## config.mk

```make
export PLATFORM = sky130hd
export DESIGN_NAME = fetch_unit
export DESIGN_NICKNAME = d
export VERILOG_FILES = /design/src/rtl/fetch_pkg.sv /design/src/rtl/fetch_queue.sv /design/src/rtl/fetch_unit.sv
export SDC_FILE = /design/constraint.sdc
export NUM_CORES = 1
export LEC_CHECK = 0
export CORE_MARGIN = 3
export CORE_UTILIZATION = 50
export DETAILED_ROUTE_END_ITERATION = 8
export PLACE_DENSITY = 0.74
export SLEW_MARGIN = 15
export SYNTH_ARGS = -nofsm -noshare
export SYNTH_HDL_FRONTEND = slang
export SYNTH_SLANG_ARGS = --single-unit
```

## constraint.sdc

```tcl
create_clock -name CLK -period 29.4 [get_ports CLK]
set_clock_uncertainty 0.05 [all_clocks]
set_input_delay 4.41 -clock CLK [delete_from_list [all_inputs] [get_ports CLK]]
set_output_delay 4.41 -clock CLK [all_outputs]
set_load 0.01 [all_outputs]
```

## src/rtl/fetch_pkg.sv

```systemverilog
// fetch_pkg: shared types and constants for the instruction-fetch stage
package fetch_pkg;
  localparam int MAX_XLEN = 64;
  localparam int INSTR_BYTES = 4;
  localparam logic [31:0] NOP_INSTR = 32'h0000_0013;
  typedef struct packed {
    logic [MAX_XLEN-1:0] pc;
    logic [31:0] instr;
    logic filled;
  } fetch_entry_t;
endpackage

```

## src/rtl/fetch_queue.sv

```systemverilog
// fetch_queue: in-order prefetch buffer with alloc, fill and read pointers
module fetch_queue
  import fetch_pkg::*;
#(
  parameter int XLEN = 32,
  parameter int DEPTH = 4
) (
  input  logic clk,
  input  logic rst,
  input  logic flush,
  input  logic alloc,
  input  logic [XLEN-1:0] alloc_pc,
  input  logic fill,
  input  logic [31:0] fill_data,
  input  logic pop,
  output logic [$clog2(DEPTH):0] count,
  output logic [$clog2(DEPTH):0] unfilled,
  output logic head_valid,
  output logic [31:0] head_instr,
  output logic [XLEN-1:0] head_pc
);
  localparam int AW = $clog2(DEPTH);
  fetch_entry_t mem [DEPTH];
  fetch_entry_t head;
  logic [AW:0] a_ptr, f_ptr, r_ptr;
  always_ff @(posedge clk or posedge rst) begin
    if (rst) begin
      a_ptr <= '0;
      f_ptr <= '0;
      r_ptr <= '0;
      for (int i = 0; i < DEPTH; i++) mem[i] <= '0;
    end else if (flush) begin
      a_ptr <= '0;
      f_ptr <= '0;
      r_ptr <= '0;
      for (int i = 0; i < DEPTH; i++) mem[i].filled <= 1'b0;
    end else begin
      if (alloc) begin
        mem[a_ptr[AW-1:0]].pc <= MAX_XLEN'(alloc_pc);
        mem[a_ptr[AW-1:0]].filled <= 1'b0;
        a_ptr <= a_ptr + 1'b1;
      end
      // responses only ever land on entries allocated in an earlier cycle
      if (fill) begin
        mem[f_ptr[AW-1:0]].instr <= fill_data;
        mem[f_ptr[AW-1:0]].filled <= 1'b1;
        f_ptr <= f_ptr + 1'b1;
      end
      if (pop) r_ptr <= r_ptr + 1'b1;
    end
  end
  assign head = mem[r_ptr[AW-1:0]];
  assign count = a_ptr - r_ptr;
  assign unfilled = a_ptr - f_ptr;
  assign head_valid = count != '0 && head.filled;
  assign head_instr = head.instr;
  assign head_pc = XLEN'(head.pc);
endmodule

```

## src/rtl/fetch_unit.sv

```systemverilog
// fetch_unit: PC sequencing, handshaked imem requests and redirect discard tracking
module fetch_unit
  import fetch_pkg::*;
#(
  parameter int XLEN = 32,
  parameter logic [XLEN-1:0] RESET_VECTOR = '0,
  parameter int DEPTH = 4
) (
  input  logic CLK,
  input  logic RESET,
  output logic IMEM_REQ,
  output logic [XLEN-1:0] IMEM_ADDR,
  input  logic IMEM_GNT,
  input  logic IMEM_RVALID,
  input  logic [31:0] IMEM_RDATA,
  output logic INSTR_VALID,
  output logic [31:0] INSTR,
  output logic [XLEN-1:0] INSTR_PC,
  input  logic INSTR_READY,
  input  logic REDIRECT,
  input  logic [XLEN-1:0] REDIRECT_PC
);
  localparam int AW = $clog2(DEPTH);
  // repeated redirects can stack stale responses beyond DEPTH, so give headroom
  localparam int DW = AW + 4;
  logic [XLEN-1:0] fetch_pc;
  logic [DW-1:0] discard_cnt;
  logic [AW:0] count, unfilled;
  logic gnt, drop, fill, pop;
  assign IMEM_REQ = !RESET && count != (AW+1)'(DEPTH);
  assign IMEM_ADDR = fetch_pc;
  assign gnt = IMEM_REQ && IMEM_GNT;
  assign drop = IMEM_RVALID && discard_cnt != '0;
  assign fill = IMEM_RVALID && !drop;
  assign pop = INSTR_VALID && INSTR_READY;
  always_ff @(posedge CLK or posedge RESET) begin
    if (RESET) begin
      fetch_pc <= RESET_VECTOR;
      discard_cnt <= '0;
    end else if (REDIRECT) begin
      fetch_pc <= REDIRECT_PC & ~XLEN'(3);
      discard_cnt <= discard_cnt + DW'(unfilled) + DW'(gnt) - DW'(IMEM_RVALID);
    end else begin
      if (gnt) fetch_pc <= fetch_pc + XLEN'(INSTR_BYTES);
      if (drop) discard_cnt <= discard_cnt - 1'b1;
    end
  end
  fetch_queue #(.XLEN(XLEN), .DEPTH(DEPTH)) u_queue (
    .clk(CLK),
    .rst(RESET),
    .flush(REDIRECT),
    .alloc(gnt),
    .alloc_pc(fetch_pc),
    .fill(fill),
    .fill_data(IMEM_RDATA),
    .pop(pop),
    .count(count),
    .unfilled(unfilled),
    .head_valid(INSTR_VALID),
    .head_instr(INSTR),
    .head_pc(INSTR_PC)
  );
endmodule

```

==> impl_summary.md <==
Timing
The sum of negative setup slack is 0 ns. At the pin with the least slew margin, the transition time is 1.13 ns. The count of final hold-check violations came to 0. In the finished design, the share of the clock period the worst path needs comes to 0.348. The total setup violations reported at the end of the flow is 0. Setup slack on the critical path of the routed design comes to 19.18 ns. Headroom to the max-slew limit came out at 0.243. The count of final max-slew check failures is 0.

Static timing analysis puts the maximum clock frequency at 97.8 MHz. The final critical delay including setup and external delays is 10.22 ns. Hold is met by 0.436 ns. Setup repair after global routing left no endpoint under its margin.

Synthesis
A synthesized cell averages 13.8 sq um. The gate count after technology mapping is 1069. During synthesis, Yosys emitted a total of 0 warnings. The most common flop cell mapped by yosys is dfrtp_1. The proportion of synthesized chip area in sequential cells is 0.503. The async set-or-reset flop fraction in the synthesized netlist is 1.00.

The total standard cell area after synthesis is 14800 sq um. The synthesized design contains 297 register bits. The number of enable-type register cells in the synthesized netlist is 0. In this run, distinct cell masters in the synthesized netlist total 73.

Floorplan
The height of the die is 178 um. The horizontal die dimension is 178 um. The cell row count is 62. The area of the core region is 28900 sq um. In this run the count of I/O pins placed on the die edge is 168. The overall die area is 31600 sq um.

The initial utilization of the core area, before any placement, comes to 0.511.

Placed design
The worst setup slack before clock tree synthesis is 19.16 ns. The area after detailed placement is 16600 sq um. Counting tap cells, the placed design contains a total of 1540 instances. At the end of routability-driven placement, the weighted congestion stood at 0.785. Summed over all nets, the half-perimeter wirelength after detailed placement is 20800 um. The number of buffers added on ports is 161.

Route
The routed design uses 16000 um of met2 wire. The routed design uses 2030 um of met3 wire. Detailed routing inserted a total of 9532 vias. The per-cell via count in the routed design is 5.97. The count of nets left with antenna violations once routing finished came out at 0. The pre-antenna-repair detailed-routing pass consisted of 5 iterations. The average routed wire per standard cell is 20.8 um.

The detailed router finished its first iteration with 569 violations. The total DRC errors in the routed layout is 0. The aggregate routed wire length is 33300 um. The wire length on met1 is 14600 um.

The top routing layer in use is met5.

Critical path
The worst setup path is of the primary input to primary output kind. The worst setup path is captured at a primary output. Along the worst path, the maximum fanout reaches 4.

The data required time at the worst endpoint is 24.94 ns. The kind of launch point of the worst setup path is a primary input. Data on the critical path arrives at its endpoint at 5.76 ns.

Power
Dividing total power by cell area gives a power density of 65.3 nW/um^2. The analysis attributes to cell leakage a power of 7.69 nW. Overall power consumption after layout is estimated at 1.15 mW. The peak supply drop is 0.0000480 V.

Finish
The most common library cell in the layout ignoring fill and taps is dfrtp_1. In the layout the commonest cells are 295 x dfrtp_1, 238 x mux2_2, 160 x clkdlybuf4s50_1. The total non-filler cell area in the finished layout is 17600 sq um. Counting the fill cells in the layout gives 2260. The synthesis-to-layout area growth is 19.5%. The number of antenna diodes is 0.

For this run, the number of standard cells in the final layout without fillers is 1597. The share of final-layout standard cells stronger than drive strength 1 is 0.321. For this run, the share of the core covered by cells in the final layout is 0.610.

The final layout contains 1285 nets.

Clocking
TritonCTS built the clock tree. The number of gates resized after CTS was 0. At the later pin of the worst-skew pair, clock insertion delay measures 0.55 ns. In this run the number of H-tree levels came out at 1. The clock-pin transition on the worst setup and hold timing paths is 0.06 ns. The worst-case clock buffer depth is 3. The number of hold buffers added after CTS was 0. The number of buffers inserted to repair setup after CTS is 0. The total clock buffers created by CTS is 31.

The root buffer cell is clkbuf_16. The sink count of the clock tree is 297.

Min path
The type of the most critical hold path is register to register.

Run status
The run finished with clean final reports.

Global route
Entering global routing, the biggest net connects 109 pins. The first global-routing pass estimated 53200 um of wire. The number of antenna violations at the first check in global routing is 1. Summed over all layers, the global routing overflow is 0. For this run, the total global-route usage over all layers was measured as 0.211. The via count of the first global-routing pass came to 9798.

Flow run
The tool flagged a number of max-cap violations equal to 0.
[cells by family after synthesis]
group                      count (synthesis)  synth area share
AOI/OAI and AO/OA                        134            0.0706
xor gates and xnor gates                  12           0.00762
adders and majority gates                 26            0.0235
buffers and inverters                    116            0.0404
DFF                                      297             0.503
muxes                                    318             0.290
other                                      1          0.000254
and+or+nand+nor                          165            0.0644
[synth_stat cells (all sizes together) (4+ instances only)]
master	n	share of area
dfrtp	297	0.50
mux2	252	0.19
mux4	62	0.095
buf	50	0.019
clkbuf	41	0.015
nand3	31	0.011
nand2	29	0.0080
nor2b	27	0.011
inv	24	0.0061
ha	23	0.019
o31ai	21	0.011
o2111ai	17	0.010
o211ai	16	0.0081
a21oi	15	0.0051
nor2	14	0.0036
nor3	12	0.0048
xnor2	11	0.0070
a22oi	9	0.0046
nand4	8	0.0034
nor3b	7	0.0036
o21ai	7	0.0024
a221oi	6	0.0036
nor4	6	0.0030
o311ai	6	0.0036
a2111o	5	0.0038
a22o	5	0.0030
a31oi	4	0.0017
and2	4	0.0017
and4	4	0.0024
mux2i	4	0.0027
nor4b	4	0.0024
o21a	4	0.0020
[report_power, final]
group          internal (mW)  leakage (nW)  switching (mW)
Clock                  0.246         0.531           0.161
Sequential             0.460          3.89          0.0377
Combinational          0.145          3.27           0.104
[path summary, 6_finish.rpt]
| kind | from | end | slack (ns) | depth (start not counted) |
|---|---|---|---|---|
| setup / recovery | RESET | IMEM_REQ | 19.18 | 3 |
| hold / removal | u_queue.mem[302]$_DFFE_PP0P_ | u_queue.mem[302]$_DFFE_PP0P_ | 0.44 | 1 |
| setup reg to reg | u_queue.r_ptr[0]$_DFFE_PP0P_ | discard_cnt[4]$_DFFE_PP0P_ | 24.55 | 11 |
| hold reg to reg | u_queue.mem[302]$_DFFE_PP0P_ | u_queue.mem[302]$_DFFE_PP0P_ | 0.44 | 1 |
| max in group asynchronous | RESET | u_queue.mem[105]$_DFFE_PP0P_ | 22.76 | 4 |
| min in group asynchronous | RESET | u_queue.mem[229]$_DFFE_PP0P_ | 4.46 | 2 |
[routing by layer]
| layer | vias up | track usage |
|---|---|---|
| li1 | 4286 | - |
| met1 | 4959 | 0.291 |
| met2 | 244 | 0.342 |
| met3 | 41 | 0.0466 |
| met4 | 2 | 0.0520 |
| met5 | - | 0 |
[registers in the layout (all words and copies together), names as in the netlist]
register	flops
IMEM_ADDR	30
u_queue.a_ptr	3
discard_cnt	6
u_queue.f_ptr	3
u_queue.r_ptr	3
u_queue.mem	252
[area by class of cell]
cell class,instances,area (sq um),share of cell area
multi-input cells,659,6850,0.388
clock buffers,45,898,0.0509
clock inverters,12,166,0.00943
repair buffers,175,1710,0.0971
flip-flops and latches,297,7440,0.422
well taps,384,480,0.0272
inverters,25,101,0.00574
[critical path, stage by stage]
cell             delay, ns
clkdlybuf4s50_1       0.56
a21oi_1               0.22
clkdlybuf4s50_1       0.57
(Power assumes the default switching activity.)
